`src/rtl/lcd_mon_pkg.sv`:
```
// Shared constants, FSM state and command classification for the LCD bus monitor.
package lcd_mon_pkg;

  localparam logic [7:0] CLR        = 8'h01;
  localparam logic [7:0] HOME_MASK  = 8'h02;
  localparam logic [7:0] ENTRY_MASK = 8'h04;
  localparam logic [7:0] DISP_MASK  = 8'h08;
  localparam logic [7:0] DDRAM_MASK = 8'h80;
  localparam logic [7:0] SPACE      = 8'h20;

  typedef enum logic {
    SWEEP,
    IDLE
  } state_e;

  typedef enum logic [2:0] {
    CMD_CLR,
    CMD_HOME,
    CMD_ENTRY,
    CMD_DISP,
    CMD_DDRAM,
    CMD_OTHER
  } cmd_kind_e;

  // A command class matches when its mask bit is the highest bit set in the code.
  function automatic cmd_kind_e decode_cmd(input logic [7:0] code);
    cmd_kind_e kind;
    kind = CMD_OTHER;
    if (code == CLR)
      kind = CMD_CLR;
    else if ((code & DDRAM_MASK) != 8'h00)
      kind = CMD_DDRAM;
    else if ((code & ~(DISP_MASK - 8'd1)) == DISP_MASK)
      kind = CMD_DISP;
    else if ((code & ~(ENTRY_MASK - 8'd1)) == ENTRY_MASK)
      kind = CMD_ENTRY;
    else if ((code & ~(HOME_MASK - 8'd1)) == HOME_MASK)
      kind = CMD_HOME;
    return kind;
  endfunction

endpackage

```
`src/rtl/lcd_mon_shadow_ram.sv`:
```
// Shadow copy of the display line: one write port, one registered read-before-write port.
module lcd_mon_shadow_ram #(
  parameter int DEPTH = 16,
  parameter int AW    = 4
) (
  input  logic          clk,
  input  logic          rst,
  input  logic          we,
  input  logic [AW-1:0] wr_addr,
  input  logic [7:0]    wr_data,
  input  logic [AW-1:0] rd_addr,
  output logic [7:0]    rd_data
);

  logic [7:0] mem [DEPTH];

  always_ff @(posedge clk) begin
    if (we)
      mem[wr_addr] <= wr_data;
    if (!rst)
      rd_data <= 8'h00;
    else
      rd_data <= mem[rd_addr];
  end

endmodule

```
`src/rtl/lcd_bus_monitor.sv`:
```
// HD44780-style bus responder with shadow line buffer.
// Optional BCD temperature decode enabled by defining LCD_MON_BCD_DECODE_EN.
module lcd_bus_monitor
  import lcd_mon_pkg::*;
#(
  parameter int LINE_LEN    = 16,
  parameter int FRAME_LEN   = 8,
  parameter int MIN_EN_HIGH = 1,
  localparam int AW = $clog2(LINE_LEN)
) (
  input  logic          clk,
  input  logic          rst,
  input  logic          en,
  input  logic          rs,
  input  logic [7:0]    lcd_data,
  input  logic [AW-1:0] rd_addr,
  output logic [7:0]    rd_data,
  output logic [AW-1:0] cursor_addr,
  output logic          disp_on,
  output logic          cursor_on,
  output logic          blink_on,
  output logic          cmd_strobe,
  output logic [7:0]    cmd_code,
  output logic          char_strobe,
  output logic          frame_done,
  output logic          busy,
  output logic          overrun,
  output logic          glitch
`ifdef LCD_MON_BCD_DECODE_EN
  ,
  output logic [15:0]   temp_bcd,
  output logic          temp_valid,
  output logic          fmt_err
`endif
);

  localparam int HW = $clog2(MIN_EN_HIGH + 1);
  localparam int CW = $clog2(FRAME_LEN + 1);
  localparam logic [HW-1:0] HI_SAT  = HW'(MIN_EN_HIGH);
  localparam logic [CW-1:0] CNT_SAT = CW'(FRAME_LEN);

  logic          en_q, en_qq, rs_q, rs_cap;
  logic [7:0]    d_q, d_cap;
  logic [HW-1:0] hi_cnt;
  state_e        state;
  logic [AW-1:0] sweep_addr;
  logic          inc_mode;
  logic [CW-1:0] char_count;

  logic          fall, accept;
  logic          ram_we;
  logic [AW-1:0] ram_addr;
  logic [7:0]    ram_wdata;

  assign fall   = ~en_q & en_qq;
  assign accept = fall & ~busy & (hi_cnt == HI_SAT);

  always_comb begin
    ram_we    = 1'b0;
    ram_addr  = cursor_addr;
    ram_wdata = d_cap;
    if (state == SWEEP) begin
      ram_we    = 1'b1;
      ram_addr  = sweep_addr;
      ram_wdata = SPACE;
    end else if (accept && rs_cap) begin
      ram_we = 1'b1;
    end
  end

  lcd_mon_shadow_ram #(
    .DEPTH (LINE_LEN),
    .AW    (AW)
  ) u_ram (
    .clk     (clk),
    .rst     (rst),
    .we      (ram_we),
    .wr_addr (ram_addr),
    .wr_data (ram_wdata),
    .rd_addr (rd_addr),
    .rd_data (rd_data)
  );

  always_ff @(posedge clk) begin
    if (!rst) begin
      en_q        <= 1'b0;
      en_qq       <= 1'b0;
      rs_q        <= 1'b0;
      d_q         <= 8'h00;
      rs_cap      <= 1'b0;
      d_cap       <= 8'h00;
      hi_cnt      <= '0;
      state       <= SWEEP;
      sweep_addr  <= '0;
      busy        <= 1'b1;
      inc_mode    <= 1'b1;
      char_count  <= '0;
      cursor_addr <= '0;
      disp_on     <= 1'b0;
      cursor_on   <= 1'b0;
      blink_on    <= 1'b0;
      cmd_strobe  <= 1'b0;
      cmd_code    <= 8'h00;
      char_strobe <= 1'b0;
      frame_done  <= 1'b0;
      overrun     <= 1'b0;
      glitch      <= 1'b0;
    end else begin
      en_q  <= en;
      en_qq <= en_q;
      rs_q  <= rs;
      d_q   <= lcd_data;
      // The capture follows the bus while en is high so the byte at the fall is kept.
      if (en_q) begin
        rs_cap <= rs_q;
        d_cap  <= d_q;
        if (hi_cnt != HI_SAT)
          hi_cnt <= hi_cnt + 1'b1;
      end else begin
        hi_cnt <= '0;
      end

      cmd_strobe  <= 1'b0;
      char_strobe <= 1'b0;
      frame_done  <= 1'b0;
      if (fall && busy)
        overrun <= 1'b1;
      if (fall && !busy && hi_cnt != HI_SAT)
        glitch <= 1'b1;

      case (state)
        SWEEP: begin
          sweep_addr <= sweep_addr + 1'b1;
          if (sweep_addr == AW'(LINE_LEN - 1)) begin
            state <= IDLE;
            busy  <= 1'b0;
          end
        end
        default: begin
          if (accept && !rs_cap) begin
            cmd_strobe <= 1'b1;
            cmd_code   <= d_cap;
            case (decode_cmd(d_cap))
              CMD_CLR: begin
                cursor_addr <= '0;
                char_count  <= '0;
                sweep_addr  <= '0;
                state       <= SWEEP;
                busy        <= 1'b1;
              end
              CMD_HOME:  cursor_addr <= '0;
              CMD_ENTRY: inc_mode <= d_cap[1];
              CMD_DISP:  {disp_on, cursor_on, blink_on} <= d_cap[2:0];
              CMD_DDRAM: cursor_addr <= d_cap[AW-1:0];
              default: ;
            endcase
          end else if (accept && rs_cap) begin
            char_strobe <= 1'b1;
            cursor_addr <= inc_mode ? cursor_addr + 1'b1 : cursor_addr - 1'b1;
            if (char_count != CNT_SAT) begin
              char_count <= char_count + 1'b1;
              if (char_count == CW'(FRAME_LEN - 1))
                frame_done <= 1'b1;
            end
          end
        end
      endcase
    end
  end

`ifdef LCD_MON_BCD_DECODE_EN
  logic [7:0] digit [4];
  logic [3:0] digit_bad;

  // Private mirror of the first four cells, since the RAM has only one read port.
  always_ff @(posedge clk) begin
    for (int i = 0; i < 4; i++) begin
      if (!rst)
        digit[i] <= SPACE;
      else if (ram_we && ram_addr == AW'(i))
        digit[i] <= ram_wdata;
    end
  end

  for (genvar gi = 0; gi < 4; gi++) begin : g_digit_chk
    assign digit_bad[gi] = (digit[gi] < 8'h30) || (digit[gi] > 8'h39);
  end

  always_ff @(posedge clk) begin
    if (!rst) begin
      temp_bcd   <= 16'h0000;
      temp_valid <= 1'b0;
      fmt_err    <= 1'b0;
    end else begin
      temp_valid <= frame_done;
      if (frame_done) begin
        temp_bcd <= {digit[3][3:0], digit[2][3:0], digit[1][3:0], digit[0][3:0]};
        if (digit_bad != 4'b0000)
          fmt_err <= 1'b1;
      end
    end
  end
`endif

endmodule

```
`config.mk`:
```
export PLATFORM = sky130hd
export DESIGN_NAME = lcd_bus_monitor
export DESIGN_NICKNAME = d
export VERILOG_FILES = /design/src/rtl/lcd_mon_pkg.sv /design/src/rtl/lcd_mon_shadow_ram.sv /design/src/rtl/lcd_bus_monitor.sv
export SDC_FILE = /design/constraint.sdc
export NUM_CORES = 1
export LEC_CHECK = 0
export ABC_AREA = 1
export BUFFER_PORTS_ARGS = -buffer_cell sky130_fd_sc_hd__buf_2
export CAP_MARGIN = 20
export CELL_PAD_IN_SITES_DETAIL_PLACEMENT = 0
export CELL_PAD_IN_SITES_GLOBAL_PLACEMENT = 1
export CORE_ASPECT_RATIO = 1.25
export CORE_MARGIN = 8
export CORE_UTILIZATION = 43
export CTS_CLUSTER_SIZE = 24
export DETAILED_ROUTE_END_ITERATION = 8
export HOLD_SLACK_MARGIN = 0.15
export PLACE_DENSITY = 0.81
export SLEW_MARGIN = 20
export SYNTH_ARGS = -nofsm -noshare
export SYNTH_HDL_FRONTEND = slang
export SYNTH_SLANG_ARGS = --single-unit
```
`constraint.sdc`:
```
create_clock -name clk -period 1.67 [get_ports clk]
set_clock_uncertainty 0.1 [all_clocks]
set_input_delay 0.167 -clock clk [delete_from_list [all_inputs] [get_ports clk]]
set_output_delay 0.167 -clock clk [all_outputs]
set_load 0.01 [all_outputs]
```
; Word level (Yosys, flattened, before mapping)
; Memories as Yosys holds them, arrays and structs flattened. A register that Yosys moved wholly into a read port is not among the register bits.
; Cells that the tools add are included.
[op_classes]
n_mux = 35
n_reduce_logical = 24
eq_ne = 15
add_sub_neg = 5
n_bitwise = 10
[ops]
columns = operator, n
row1 = 2-to-1 mux 4 bit, 10
row2 = 2-to-1 mux 3 bit, 8
row3 = 2-to-1 mux 1 bit, 15
row4 = "adder 4 x 1 -> 4 bit, second input constant", 3
row5 = AND reduction 3 bit, 4
row6 = "equality test 8 x 1 -> 1 bit, second input constant", 1
row7 = 2-to-1 mux 8 bit, 1
row8 = one-hot mux 4 bit (2 select lines), 1
row9 = AND reduction 2 bit, 4
row10 = "equality test 7 x 1 -> 1 bit, second input constant", 1
row11 = NOT 1 bit, 7
row12 = "equality test 3 x 2 -> 1 bit, second input constant", 2
row13 = "equality test 6 x 1 -> 1 bit, second input constant", 1
row14 = "!= test 2 x 1 -> 1 bit, second input constant", 3
row15 = nonzero test 2 bit, 3
row16 = "equality test 5 x 1 -> 1 bit, second input constant", 1
row17 = logical AND 1 bit, 5
row18 = OR reduction 5 bit, 1
row19 = "equality test 4 x 3 -> 1 bit, second input constant", 1
row20 = "equality test 4 bit, second input constant", 1
row21 = "!= test 4 bit, second input constant", 1
row22 = AND reduction 4 bit, 1
row23 = "subtractor 4 x 1 -> 4 bit, second input constant", 1
row24 = AND 1 bit, 3
row25 = other kinds (8), 10
[totals]
word_cells = 112
n_memories = 1
reg_bits = 52
mem_bits_rw = 128
in_bits = 16
[memory_table]
columns = memory, words, word_bits, read_ports, rd_clocked_by_memory_dff, wr, line
row1 = u_ram.mem, 16, 8, 1, 1, 1, lcd_mon_shadow_ram.sv:15  ; logic [7:0] mem [DEPTH];

; Longest topological paths before layout
[logic_depth]
word_depth = 13
depth_mapped = 10
ltp_nobuf = 9

; By module
; From an unflattened synthesis, not the netlist that was laid out.
[unflattened]
cells_unflattened = 845
hier_area_um2 = 8050.2
[by_module_without_submodules]
columns = module, seq_area_each_um2, cells_per_inst, n_inst, area_each_um2
row1 = lcd_mon_shadow_ram, 4003.8, 536, 1, 5685.5
row2 = lcd_bus_monitor, 1041.0, 309, 1, 2364.8

; Worst setup path after synthesis
; Ideal clock, no wire load.
[synth_path]
path_kind = reg-to-reg
start = register state
end = memory u_ram.mem[0][0], enable pin
path_buffers = 1
slack_ns = -0.104
path_stages_with_launch = 7
t_arrival_ns = 1.350
setup_ns = 0.324
path_cell_list = dfxtp_1 buf_2 mux2i_2 nand2_1 nor2_1 nand2_1 inv_1
[synth_between]
elab_chain_cells = 3
[synth_lines]
columns = element, line
row1 = start: declaration, lcd_bus_monitor.sv:45  ; state_e state;
row2 = start signal: assignment, lcd_bus_monitor.sv:93  ; state <= SWEEP;
row3 = start signal: assignment, lcd_bus_monitor.sv:135  ; state <= IDLE;
row4 = start signal: assignment, lcd_bus_monitor.sv:148  ; state <= SWEEP;
row5 = 2-to-1 mux 1 bit, lcd_bus_monitor.sv:62  ; if (state == SWEEP) begin
row6 = 2-to-1 mux 1 bit, lcd_mon_shadow_ram.sv:18  ; if (we)
row7 = 2-to-1 mux 1 bit (implied by the code), lcd_mon_shadow_ram.sv:19  ; mem[wr_addr] <= wr_data;
row8 = end: declaration, lcd_mon_shadow_ram.sv:15
; Parallel ways exist; a longest one is shown, timed or not.

; Worst setup path after layout
[layout_path]
start = register state
end = memory u_ram.mem[10][0], enable pin
; The elaborated chain is that of the path after synthesis.

==> out/results.txt <==
worst slew pin tran: 0.667 ns
critical path class: reg -> reg
Detail Route Antenna Nets: 0
final slew viol count: 0
Crit path buffers/inverters: 4
Worst setup EP type: flop
DR WL met2: 9.25 mm
Vias/cell: 5.00
routability cong.: 0.800
Placed Cells: 1055
Final Net Count: 881
commonest non-fill, non-tap cell in the layout: edfxtp_1
later-pin clock latency in the skew report: 0.43 ns
Cells after Synth: 761
Hold WC Path Type: in -> reg
antenna violations before repair: 0
Die ar.: 22800 um2
unrepaired setup endpoints after global routing: yes
io pins: 45
Synth Register Bits: 188
wirelength, routed: 18.0 mm
Horiz. Die Dim: 137 um
Longest Clk Path Bufs: 2
CP Cell Sequence: buf_6 -> mux2i_4 -> buf_6 -> nor3_4 -> buf_6 -> nand2_2 -> clkinv_4
CTS Buf Count: 17
global-route wire length before repair: 28.3 mm
ys flop type: edfxtp_1
post-DP HPWL: 12.2 mm
Hold Vio Cnt, Final: 0
Startpoint Class: flop
Slew HR: 0.555
pwr dens: 1050 nW/um2
area delta synth->final: 23.6%
setup ws final: 0.00162 ns
CP max-delay cell: dfxtp_4
Place WS: -0.298 ns
distinct cell type count after synthesis: 40
I/O Buffers: 44
delay-heaviest family, CP: buffers and inverters
Initial Util: 0.435
commonest non-fill, non-tap cells in the layout: edfxtp_1 (128), nor2_1 (126), nand2_1 (84), o21ai_0 (75), dfxtp_1 (56)
# H-tree levels: 4
synth warn: 0
EDFF count, synth: 128
fin cells: 1100
Min Hold Slack: 0.163 ns
Metal-1 WL: 7.24 mm
Cell Rows: 55
clock root cell: clkbuf_16
Fmax: 599 MHz
syn_nets: 783
Critical Path AT: 1.71 ns
CP max FO: 8
routed vias: 5504
Mean Syn Cell Area: 10.3 um2
Design Power: 10.1 mW
Clk pin slew, worst setup/hold paths: 0.07 ns
share of post-route cells with drive strength above 1: 0.244
Die H: 167 um
peak supply drop: 755 uV
max layer used: met4
vias in the first global route: 5437
DRC: 0
register area share after synthesis: 0.646
clock sink total: 188
TritonCTS clock tree: built
core area: 18000 um2
status: complete, no violations
CP peak stage delay: 0.37 ns
Max-Cap Viols: 0
DR iter-0 viols: 360
min Tclk post-route: 1.67 ns
# diodes: 0
largest net degree at the start of global routing: 54
CP required: 1.71 ns
area of the mapped netlist: 7810 um2
Leakage: 3.81 nW
share of synthesized registers carrying an async set or reset: 0
gr usage total: 0.162
met3 routed WL: 918 um
grt ovf: 0
Crit path top cell by count: buf_6
WL/cell: 16.3 um
period utilization: 0.999
final setup vio count: 0
first-pass iteration count of the detailed router: 5
path summary, 6_finish.rpt:
check	start	end	slack, ns	cells after the start
worst max register to register	state	u_ram.mem[10][0]	0.002	7
worst min register to register	overrun	overrun	0.35	2
worst min-delay path	rd_addr[2]	u_ram.rd_data[6]	0.16	5
worst max-delay path	state	u_ram.mem[10][0]	0.002	7
sequential cells by signal, summed over array words and instances (netlist names), 4 cells and up:
name and cells:
u_ram.mem 128, cmd_code 8, d_cap 8, d_q 8, u_ram.rd_data 8, char_count 4
cursor_addr 4, sweep_addr 4
final cells by class:
| cell class | count | area, um2 |
|---|---|---|
| flip-flops and latches | 188 | 5050 |
| well taps | 228 | 285 |
| inverters | 80 | 380 |
| clock inverters | 12 | 164 |
| multi-input cells | 459 | 2410 |
| clock buffers | 20 | 489 |
| fillers | 1521 | 8310 |
| repair buffers | 113 | 870 |
Yosys cell counts (2+ instances only):
| library cell | instances | share of area |
|---|---|---|
| nor2_1 | 131 | 0.063 |
| edfxtp_1 | 128 | 0.49 |
| nand2_1 | 100 | 0.048 |
| o21ai_0 | 77 | 0.049 |
| inv_1 | 74 | 0.036 |
| dfxtp_1 | 60 | 0.15 |
| nand3_1 | 47 | 0.030 |
| a21oi_1 | 39 | 0.025 |
| o211ai_1 | 16 | 0.015 |
| buf_2 | 14 | 0.0090 |
| clkbuf_1 | 9 | 0.0043 |
| buf_4 | 7 | 0.0067 |
| o21ai_1 | 6 | 0.0038 |
| ha_1 | 5 | 0.0080 |
| inv_2 | 5 | 0.0024 |
| nand2_4 | 5 | 0.0072 |
| nand4_1 | 4 | 0.0032 |
| or2_2 | 4 | 0.0032 |
| a21oi_2 | 3 | 0.0034 |
| buf_1 | 2 | 0.00096 |
| buf_6 | 2 | 0.0029 |
| nor2_2 | 2 | 0.0016 |
| nor2_4 | 2 | 0.0029 |
| nor3_2 | 2 | 0.0026 |
| xor2_1 | 2 | 0.0022 |
repair_timing:
item,4_1_cts,5_1_grt
hold endpoints to repair,36,0
hold buffers,12,0
setup endpoints to repair,129,130
pin swaps,1,4
resized for setup,45,43
buffers inserted,0,1
through the flow:
stage	util	cell area (um2)	TNS, ns
after floorplan	-	7820	0
after global placement	0.481	8640	-13.87
after detailed placement	0.481	8640	-22.76
after CTS	0.530	9520	0
after global routing	0.537	9650	-3.26
final	0.537	9650	0
where the power goes:
group          switching (mW)  total (mW)  internal, mW
Clock                    1.85        4.35          2.50
Combinational           0.405       0.655         0.249
Sequential             0.0433        5.08          5.04
worst reg2reg max path, delay by kind of cell, from the launching register on:
family        cells  cell delay [ns]
simple gates      2             0.24
flops             1             0.37
mux               1             0.18
buf+inv           4             0.50
routing by layer:
layer | up-vias | track usage
met4 | 0 | 0.0766
li1 | 2765 | -
met1 | 2567 | 0.190
met2 | 144 | 0.274
met3 | 28 | 0.0379
met5 | - | 0
cells by family after synthesis:
logic type / count (synthesis) / synth area share
AOI/OAI and AO/OA: 145 / 0.101
muxes: 1 / 0.00176
adders and majority gates: 6 / 0.0106
DFF: 188 / 0.646
buffers and inverters: 114 / 0.0626
xor gates and xnor gates: 2 / 0.00224
and+or+nand+nor: 305 / 0.176
Note: power is estimated with default switching activity, not from simulation.
